## src/rtl/boot_loader.sv

```systemverilog
`default_nettype none
// ============================================================================
//  boot_loader : framed byte-stream loader for instruction/data BRAM init ports
//  Rev 1.0
// ============================================================================
module boot_loader #(
    parameter int         ADDR_WIDTH = 15,
    parameter logic [7:0] CMD_INSTR  = 8'hA5,
    parameter logic [7:0] CMD_DATA   = 8'h5A,
    parameter logic [7:0] CMD_RUN    = 8'hC3
) (
    input  logic                  clk,
    input  logic                  reset,
    input  logic [7:0]            s_data_i,
    input  logic                  s_valid_i,
    output logic                  s_ready_o,
    output logic [ADDR_WIDTH-1:0] instr_mem_init_addr,
    output logic [31:0]           instr_mem_init_data_in,
    output logic                  instr_mem_init_enable,
    output logic [3:0]            instr_mem_init_we,
    output logic [ADDR_WIDTH-1:0] data_mem_init_addr,
    output logic [31:0]           data_mem_init_data_in,
    output logic                  data_mem_init_enable,
    output logic [3:0]            data_mem_init_we,
    output logic                  cpu_reset_o,
    output logic                  busy_o,
    output logic                  err_o
);

    localparam logic [2:0] S_IDLE    = 3'd0;
    localparam logic [2:0] S_ADDR_LO = 3'd1;
    localparam logic [2:0] S_ADDR_HI = 3'd2;
    localparam logic [2:0] S_CNT_LO  = 3'd3;
    localparam logic [2:0] S_CNT_HI  = 3'd4;
    localparam logic [2:0] S_DATA    = 3'd5;
    localparam logic [2:0] S_WRITE   = 3'd6;
    localparam logic [2:0] S_CSUM    = 3'd7;

    logic [2:0]            state_q,    state_d;
    logic                  tgt_data_q, tgt_data_d;
    logic [ADDR_WIDTH-1:0] addr_q,     addr_d;
    logic [15:0]           cnt_q,      cnt_d;
    logic [23:0]           word_q,     word_d;
    logic [1:0]            bcnt_q,     bcnt_d;
    logic [7:0]            csum_q,     csum_d;
    logic                  cpu_rst_q,  cpu_rst_d;
    logic                  err_q,      err_d;
    logic [ADDR_WIDTH-1:0] iaddr_q,    iaddr_d;
    logic [31:0]           idata_q,    idata_d;
    logic [ADDR_WIDTH-1:0] daddr_q,    daddr_d;
    logic [31:0]           ddata_q,    ddata_d;

    logic        w_accept;
    logic [31:0] w_word;
    logic [15:0] w_cnt_full;

    assign w_accept   = s_valid_i && (state_q != S_WRITE);
    // Bytes arrive LSB first, so the newest byte always lands in the top lane.
    assign w_word     = {s_data_i, word_q};
    assign w_cnt_full = {s_data_i, cnt_q[7:0]};

    always_comb begin
        state_d    = state_q;
        tgt_data_d = tgt_data_q;
        addr_d     = addr_q;
        cnt_d      = cnt_q;
        word_d     = word_q;
        bcnt_d     = bcnt_q;
        csum_d     = csum_q;
        cpu_rst_d  = cpu_rst_q;
        err_d      = err_q;
        iaddr_d    = iaddr_q;
        idata_d    = idata_q;
        daddr_d    = daddr_q;
        ddata_d    = ddata_q;

        case (state_q)
            S_IDLE: begin
                if (w_accept) begin
                    if (s_data_i == CMD_INSTR || s_data_i == CMD_DATA) begin
                        tgt_data_d = (s_data_i == CMD_DATA);
                        cpu_rst_d  = 1'b0;
                        csum_d     = 8'h00;
                        bcnt_d     = 2'd0;
                        state_d    = S_ADDR_LO;
                    end else if (s_data_i == CMD_RUN) begin
                        cpu_rst_d  = 1'b1;
                    end else begin
                        err_d      = 1'b1;
                    end
                end
            end
            S_ADDR_LO: begin
                if (w_accept) begin
                    addr_d  = ADDR_WIDTH'(s_data_i);
                    state_d = S_ADDR_HI;
                end
            end
            S_ADDR_HI: begin
                if (w_accept) begin
                    addr_d  = ADDR_WIDTH'({s_data_i, addr_q[7:0]});
                    state_d = S_CNT_LO;
                end
            end
            S_CNT_LO: begin
                if (w_accept) begin
                    cnt_d   = {8'h00, s_data_i};
                    state_d = S_CNT_HI;
                end
            end
            S_CNT_HI: begin
                if (w_accept) begin
                    cnt_d   = w_cnt_full;
                    bcnt_d  = 2'd0;
                    state_d = (w_cnt_full == 16'd0) ? S_CSUM : S_DATA;
                end
            end
            S_DATA: begin
                if (w_accept) begin
                    csum_d = csum_q ^ s_data_i;
                    bcnt_d = bcnt_q + 2'd1;
                    word_d = {s_data_i, word_q[23:8]};
                    if (bcnt_q == 2'd3) begin
                        // Port registers hold the word so addr/data stay stable after the pulse.
                        if (tgt_data_q) begin
                            daddr_d = addr_q;
                            ddata_d = w_word;
                        end else begin
                            iaddr_d = addr_q;
                            idata_d = w_word;
                        end
                        state_d = S_WRITE;
                    end
                end
            end
            S_WRITE: begin
                addr_d  = addr_q + 1'b1;
                cnt_d   = cnt_q - 16'd1;
                state_d = (cnt_q == 16'd1) ? S_CSUM : S_DATA;
            end
            S_CSUM: begin
                if (w_accept) begin
                    if (s_data_i != csum_q) begin
                        err_d = 1'b1;
                    end
                    state_d = S_IDLE;
                end
            end
            default: begin
                state_d = S_IDLE;
            end
        endcase
    end

    always_ff @(posedge clk) begin
        if (!reset) begin
            state_q    <= S_IDLE;
            tgt_data_q <= 1'b0;
            addr_q     <= '0;
            cnt_q      <= 16'd0;
            word_q     <= 24'd0;
            bcnt_q     <= 2'd0;
            csum_q     <= 8'h00;
            cpu_rst_q  <= 1'b0;
            err_q      <= 1'b0;
            iaddr_q    <= '0;
            idata_q    <= 32'd0;
            daddr_q    <= '0;
            ddata_q    <= 32'd0;
        end else begin
            state_q    <= state_d;
            tgt_data_q <= tgt_data_d;
            addr_q     <= addr_d;
            cnt_q      <= cnt_d;
            word_q     <= word_d;
            bcnt_q     <= bcnt_d;
            csum_q     <= csum_d;
            cpu_rst_q  <= cpu_rst_d;
            err_q      <= err_d;
            iaddr_q    <= iaddr_d;
            idata_q    <= idata_d;
            daddr_q    <= daddr_d;
            ddata_q    <= ddata_d;
        end
    end

    assign s_ready_o              = (state_q != S_WRITE);
    assign busy_o                 = (state_q != S_IDLE);
    assign cpu_reset_o            = cpu_rst_q;
    assign err_o                  = err_q;

    assign instr_mem_init_enable  = (state_q == S_WRITE) && !tgt_data_q;
    assign instr_mem_init_we      = {4{instr_mem_init_enable}};
    assign instr_mem_init_addr    = iaddr_q;
    assign instr_mem_init_data_in = idata_q;

    assign data_mem_init_enable   = (state_q == S_WRITE) && tgt_data_q;
    assign data_mem_init_we       = {4{data_mem_init_enable}};
    assign data_mem_init_addr     = daddr_q;
    assign data_mem_init_data_in  = ddata_q;

endmodule
`default_nettype wire
```

## config.mk

```make
export PLATFORM = sky130hd
export DESIGN_NAME = boot_loader
export DESIGN_NICKNAME = d
export VERILOG_FILES = /design/src/rtl/boot_loader.sv
export SDC_FILE = /design/constraint.sdc
export NUM_CORES = 1
export LEC_CHECK = 0
export CORE_MARGIN = 3
export CORE_UTILIZATION = 35
export CTS_BUF_LIST = sky130_fd_sc_hd__clkbuf_16
export CTS_CLUSTER_DIAMETER = 40
export DETAILED_ROUTE_END_ITERATION = 12
export PLACE_DENSITY = 0.68
export SETUP_SLACK_MARGIN = 0.15
export SYNTH_ARGS = -nofsm -noshare
export SYNTH_HDL_FRONTEND = slang
export SYNTH_SLANG_ARGS = --single-unit
```

## constraint.sdc

```tcl
create_clock -name clk -period 2 [get_ports clk]
set_input_delay 0.4 -clock clk [delete_from_list [all_inputs] [get_ports clk]]
set_output_delay 0.4 -clock clk [all_outputs]
set_load 0.01 [all_outputs]
```

==> results.py, run 1 <==
metrics = {
    "status": {
        "outcome": "complete, no violations",
    },
    "critical_path": {
        "timing.critical_path.cells": "and3b_2, inv_4, buf_6, nor2_4, buf_6, buf_6",
        "setup.worst_path.end_class": "primary output",
        "setup.worst_path.class": "flop to primary output",
        "critical-path-max-stage-delay_ps": 330,
        "required_ps": 1600,
        "worst-endpoint-arrival_ps": 1590,
        "cp_top_family": "simple AND/OR/NAND/NOR gates",
        "crit_path_start_kind": "flop",
        "critPathSlowestCell": "sky130_fd_sc_hd__dfxtp_2",
        "cp_num_buf_inv": 4,
        "worst-path-max-fanout": 3,
        "worst_path_most_repeated_cell": "sky130_fd_sc_hd__buf_6",
    },
    "die": {
        "num_io_pins": 119,
        "fp.dieArea_um2": 23000,
        "die_w_um": 152,
        "num_rows": 52,
        "coreArea_um2": 20600,
        "start_util_pct": 36.2,
        "dieHeight_um": 152,
    },
    "power_and_ir_drop": {
        "power.static_leakage_nw": 3.68,
        "power_mw": 6.66,
        "power.density_cell_area_nw_per_um2": 657,
        "ir_drop_mv": 0.522,
    },
    "logic_synthesis": {
        "yosys_register_bits": 165,
        "synth_area_per_cell_um2": 7.81,
        "synth-edff-count": 0,
        "yosysSeqAreaShare_pct": 44.4,
        "netlist_area_um2": 7430,
        "syn-num-nets": 967,
        "yosysWarningCount": 0,
        "synth.distinct_cells": 57,
        "postSynth.topFlopCell": "sky130_fd_sc_hd__dfxtp_1",
        "netlist_instances": 952,
        "ys_async_sr_fraction_pct": 0,
    },
    "timing": {
        "count_of_endpoints_failing_hold_in_the_final_timing_report": 0,
        "holdWs_ps": 366,
        "slew_violations": 0,
        "min_period_ps": 1990,
        "rsz0062_at_grt": "yes",
        "report.final.setup_viol": 0,
        "worst_pin_slew_ps": 466,
        "fin_skew_ps": 11.9,
        "max_freq_mhz": 503,
        "timing.slew.headroom_pct": 68.7,
        "period_share_pct": 99.3,
    },
    "layout": {
        "fin_nets": 1111,
        "most-common-layout-cells": "sky130_fd_sc_hd__nand2_1, sky130_fd_sc_hd__dfxtp_1, sky130_fd_sc_hd__clkdlybuf4s50_1",
        "total_area_of_multi_input_combinational_cells_um2": 3850,
        "drive_above_1_share_pct": 15.0,
        "layout.cell_area.non_filler_um2": 10100,
        "final_core_utilization_pct": 49.3,
        "sequential_cell_area_um2": 3310,
        "final_cell_count_without_fillers": 1380,
        "fillerInstances": 2031,
        "syn2layout_area_growth_pct": 36.4,
        "final_common_cell": "sky130_fd_sc_hd__nand2_1",
    },
    "clocking": {
        "cts.path.max_buffers": 2,
        "cts_sinks": 165,
        "cts_hold_repair.buffers": 0,
        "total_clock_buffers_created_by_cts": 17,
        "cts_tree": "built",
        "clk_pin_slew_worst_paths_ps": 70,
        "htreeDepth": 4,
        "clkLatencyLatePin_ps": 440,
        "clock_tree.root_cell": "sky130_fd_sc_hd__clkbuf_16",
    },
    "placement": {
        "place.gp.congestion": 0.856,
        "dpl.cell_count": 1329,
        "postPlaceCellArea_um2": 9210,
        "io_buf_count": 118,
        "dp_hpwl_um": 14600,
    },
    "drt": {
        "final_antenna_net_count": 0,
        "detail_route.first_pass.iterations": 5,
        "drc": 0,
        "detailedRoute.firstIterationViolations": 662,
        "detailroute.via_count": 7158,
        "overall_routed_net_length_um": 22500,
        "drt-wirelength-per-cell_um": 16.3,
        "vias_per_cell": 5.19,
    },
    "grt": {
        "maximum_number_of_pins_on_one_net_before_global_route_repair": 50,
        "initial_antenna_violation_count": 1,
        "grt_pass1_vias": 6695,
        "grt-ovfl-total": 0,
        "grt_first_pass_wirelength_um": 34800,
        "grtUsageTotal_pct": 19.0,
    },
    "run": {
        "drv.max_cap_violation_count": 0,
    },
    "min_path": {
        "min-delay-path-class": "input port to flop",
    },
}
==> sequential cells by signal, summed over array words and instances (netlist names) <==
register,flops
instr_mem_init_addr,15
cpu_reset_o,1
bcnt_q,2
err_o,1
instr_mem_init_data_in,32
state_q,3
csum_q,8
data_mem_init_data_in,32
tgt_data_q,1
addr_q,15
data_mem_init_addr,15
word_q,24
cnt_q,16
==> kinds of logic after synthesis <==
| kind of cell | Yosys count | synth area share, % |
|---|---|---|
| xor+xnor | 21 | 2.47 |
| simple gates | 411 | 24.5 |
| buf+inv | 99 | 5.91 |
| compound gates | 249 | 21.6 |
| mux | 3 | 0.404 |
| flops | 165 | 44.4 |
| fa+ha+maj | 4 | 0.673 |
==> metal layers <==
layer	vias up	GRT usage, %	wire, µm
li1	3509	-	-
met1	3340	26.2	10400
met2	269	29.2	10100
met3	40	4.40	1610
met4	0	6.47	403
met5	-	0	0
==> worst register-to-register path, stage by stage (launching register included) <==
cell and delay (ps):
sky130_fd_sc_hd__dfxtp_2 330, sky130_fd_sc_hd__buf_4 120, sky130_fd_sc_hd__buf_6 120, sky130_fd_sc_hd__buf_4 140
sky130_fd_sc_hd__buf_4 160, sky130_fd_sc_hd__a2111o_1 450, sky130_fd_sc_hd__and3_1 200, sky130_fd_sc_hd__o21a_1 170
==> power breakdown <==
group / total [mW] / internal, mW / switching, mW
clock network: 3.13 / 1.72 / 1.41
logic: 0.250 / 0.0972 / 0.152
registers: 3.29 / 3.29 / 0.00209
==> worst paths after layout <==
kind	start	end	slack, ps	depth (start not counted)
max	state_q[0]	data_mem_init_enable	10	6
min	reset	instr_mem_init_data_in[26]	370	2
max reg2reg	state_q[0]	csum_q[3]	200	7
min reg2reg	instr_mem_init_data_in[22]	instr_mem_init_data_in[22]	450	2
==> final cells by class <==
class                   count  share of cell area, %
diodes                      1                 0.0247
clock buffers              17                   4.19
clock inverters            15                   1.31
inverters                  16                  0.617
multi-input cells         689                   37.9
flip-flops and latches    165                   32.6
well taps                 270                   3.33
repair buffers            207                   19.9
==> synth_stat cells (8+ instances only) <==
master                     number  area [µm²]
sky130_fd_sc_hd__a21boi_1      69         518
sky130_fd_sc_hd__a21oi_1       81         405
sky130_fd_sc_hd__a31oi_1        9        56.3
sky130_fd_sc_hd__and2_1         8        50.1
sky130_fd_sc_hd__and3_1         9        56.3
sky130_fd_sc_hd__buf_2         21         105
sky130_fd_sc_hd__buf_4         11        82.6
sky130_fd_sc_hd__clkbuf_1      48         180
sky130_fd_sc_hd__dfxtp_1      165        3300
sky130_fd_sc_hd__inv_1         15        56.3
sky130_fd_sc_hd__nand2_1      275        1030
sky130_fd_sc_hd__nand3_1       14        70.1
sky130_fd_sc_hd__nor2_1        42         158
sky130_fd_sc_hd__nor2b_1       14        87.6
sky130_fd_sc_hd__nor3_1        10        50.1
sky130_fd_sc_hd__o21a_1        10        75.1
sky130_fd_sc_hd__o21ai_0       22         110
sky130_fd_sc_hd__o21ai_1        8        40.0
sky130_fd_sc_hd__o22ai_1        8        50.1
sky130_fd_sc_hd__xor2_1        15         131
==> timing repair <==
action / in CTS / in global routing
cloned: 1 / 3
pin swaps: 4 / 12
endpoints found under the setup margin: 23 / 48
buffers inserted: 10 / 4
resized for setup: 55 / 47
==> metrics by stage <==
stage | setup slack (ps) | TNS, ps
finish | 13.7 | 0
global route | -43.5 | -151
CTS | -51.4 | -175
detailed placement | -424 | -17600
global placement | -399 | -14940
floorplan | 152 | 0
Power figures use the tool's default switching activity.
==> run 2: changes to the inputs <==
Settings changed: CTS_CLUSTER_SIZE set to 8.
==> results of run 2 <==
Final layout, timing and power as in run 1 (identical DEF).
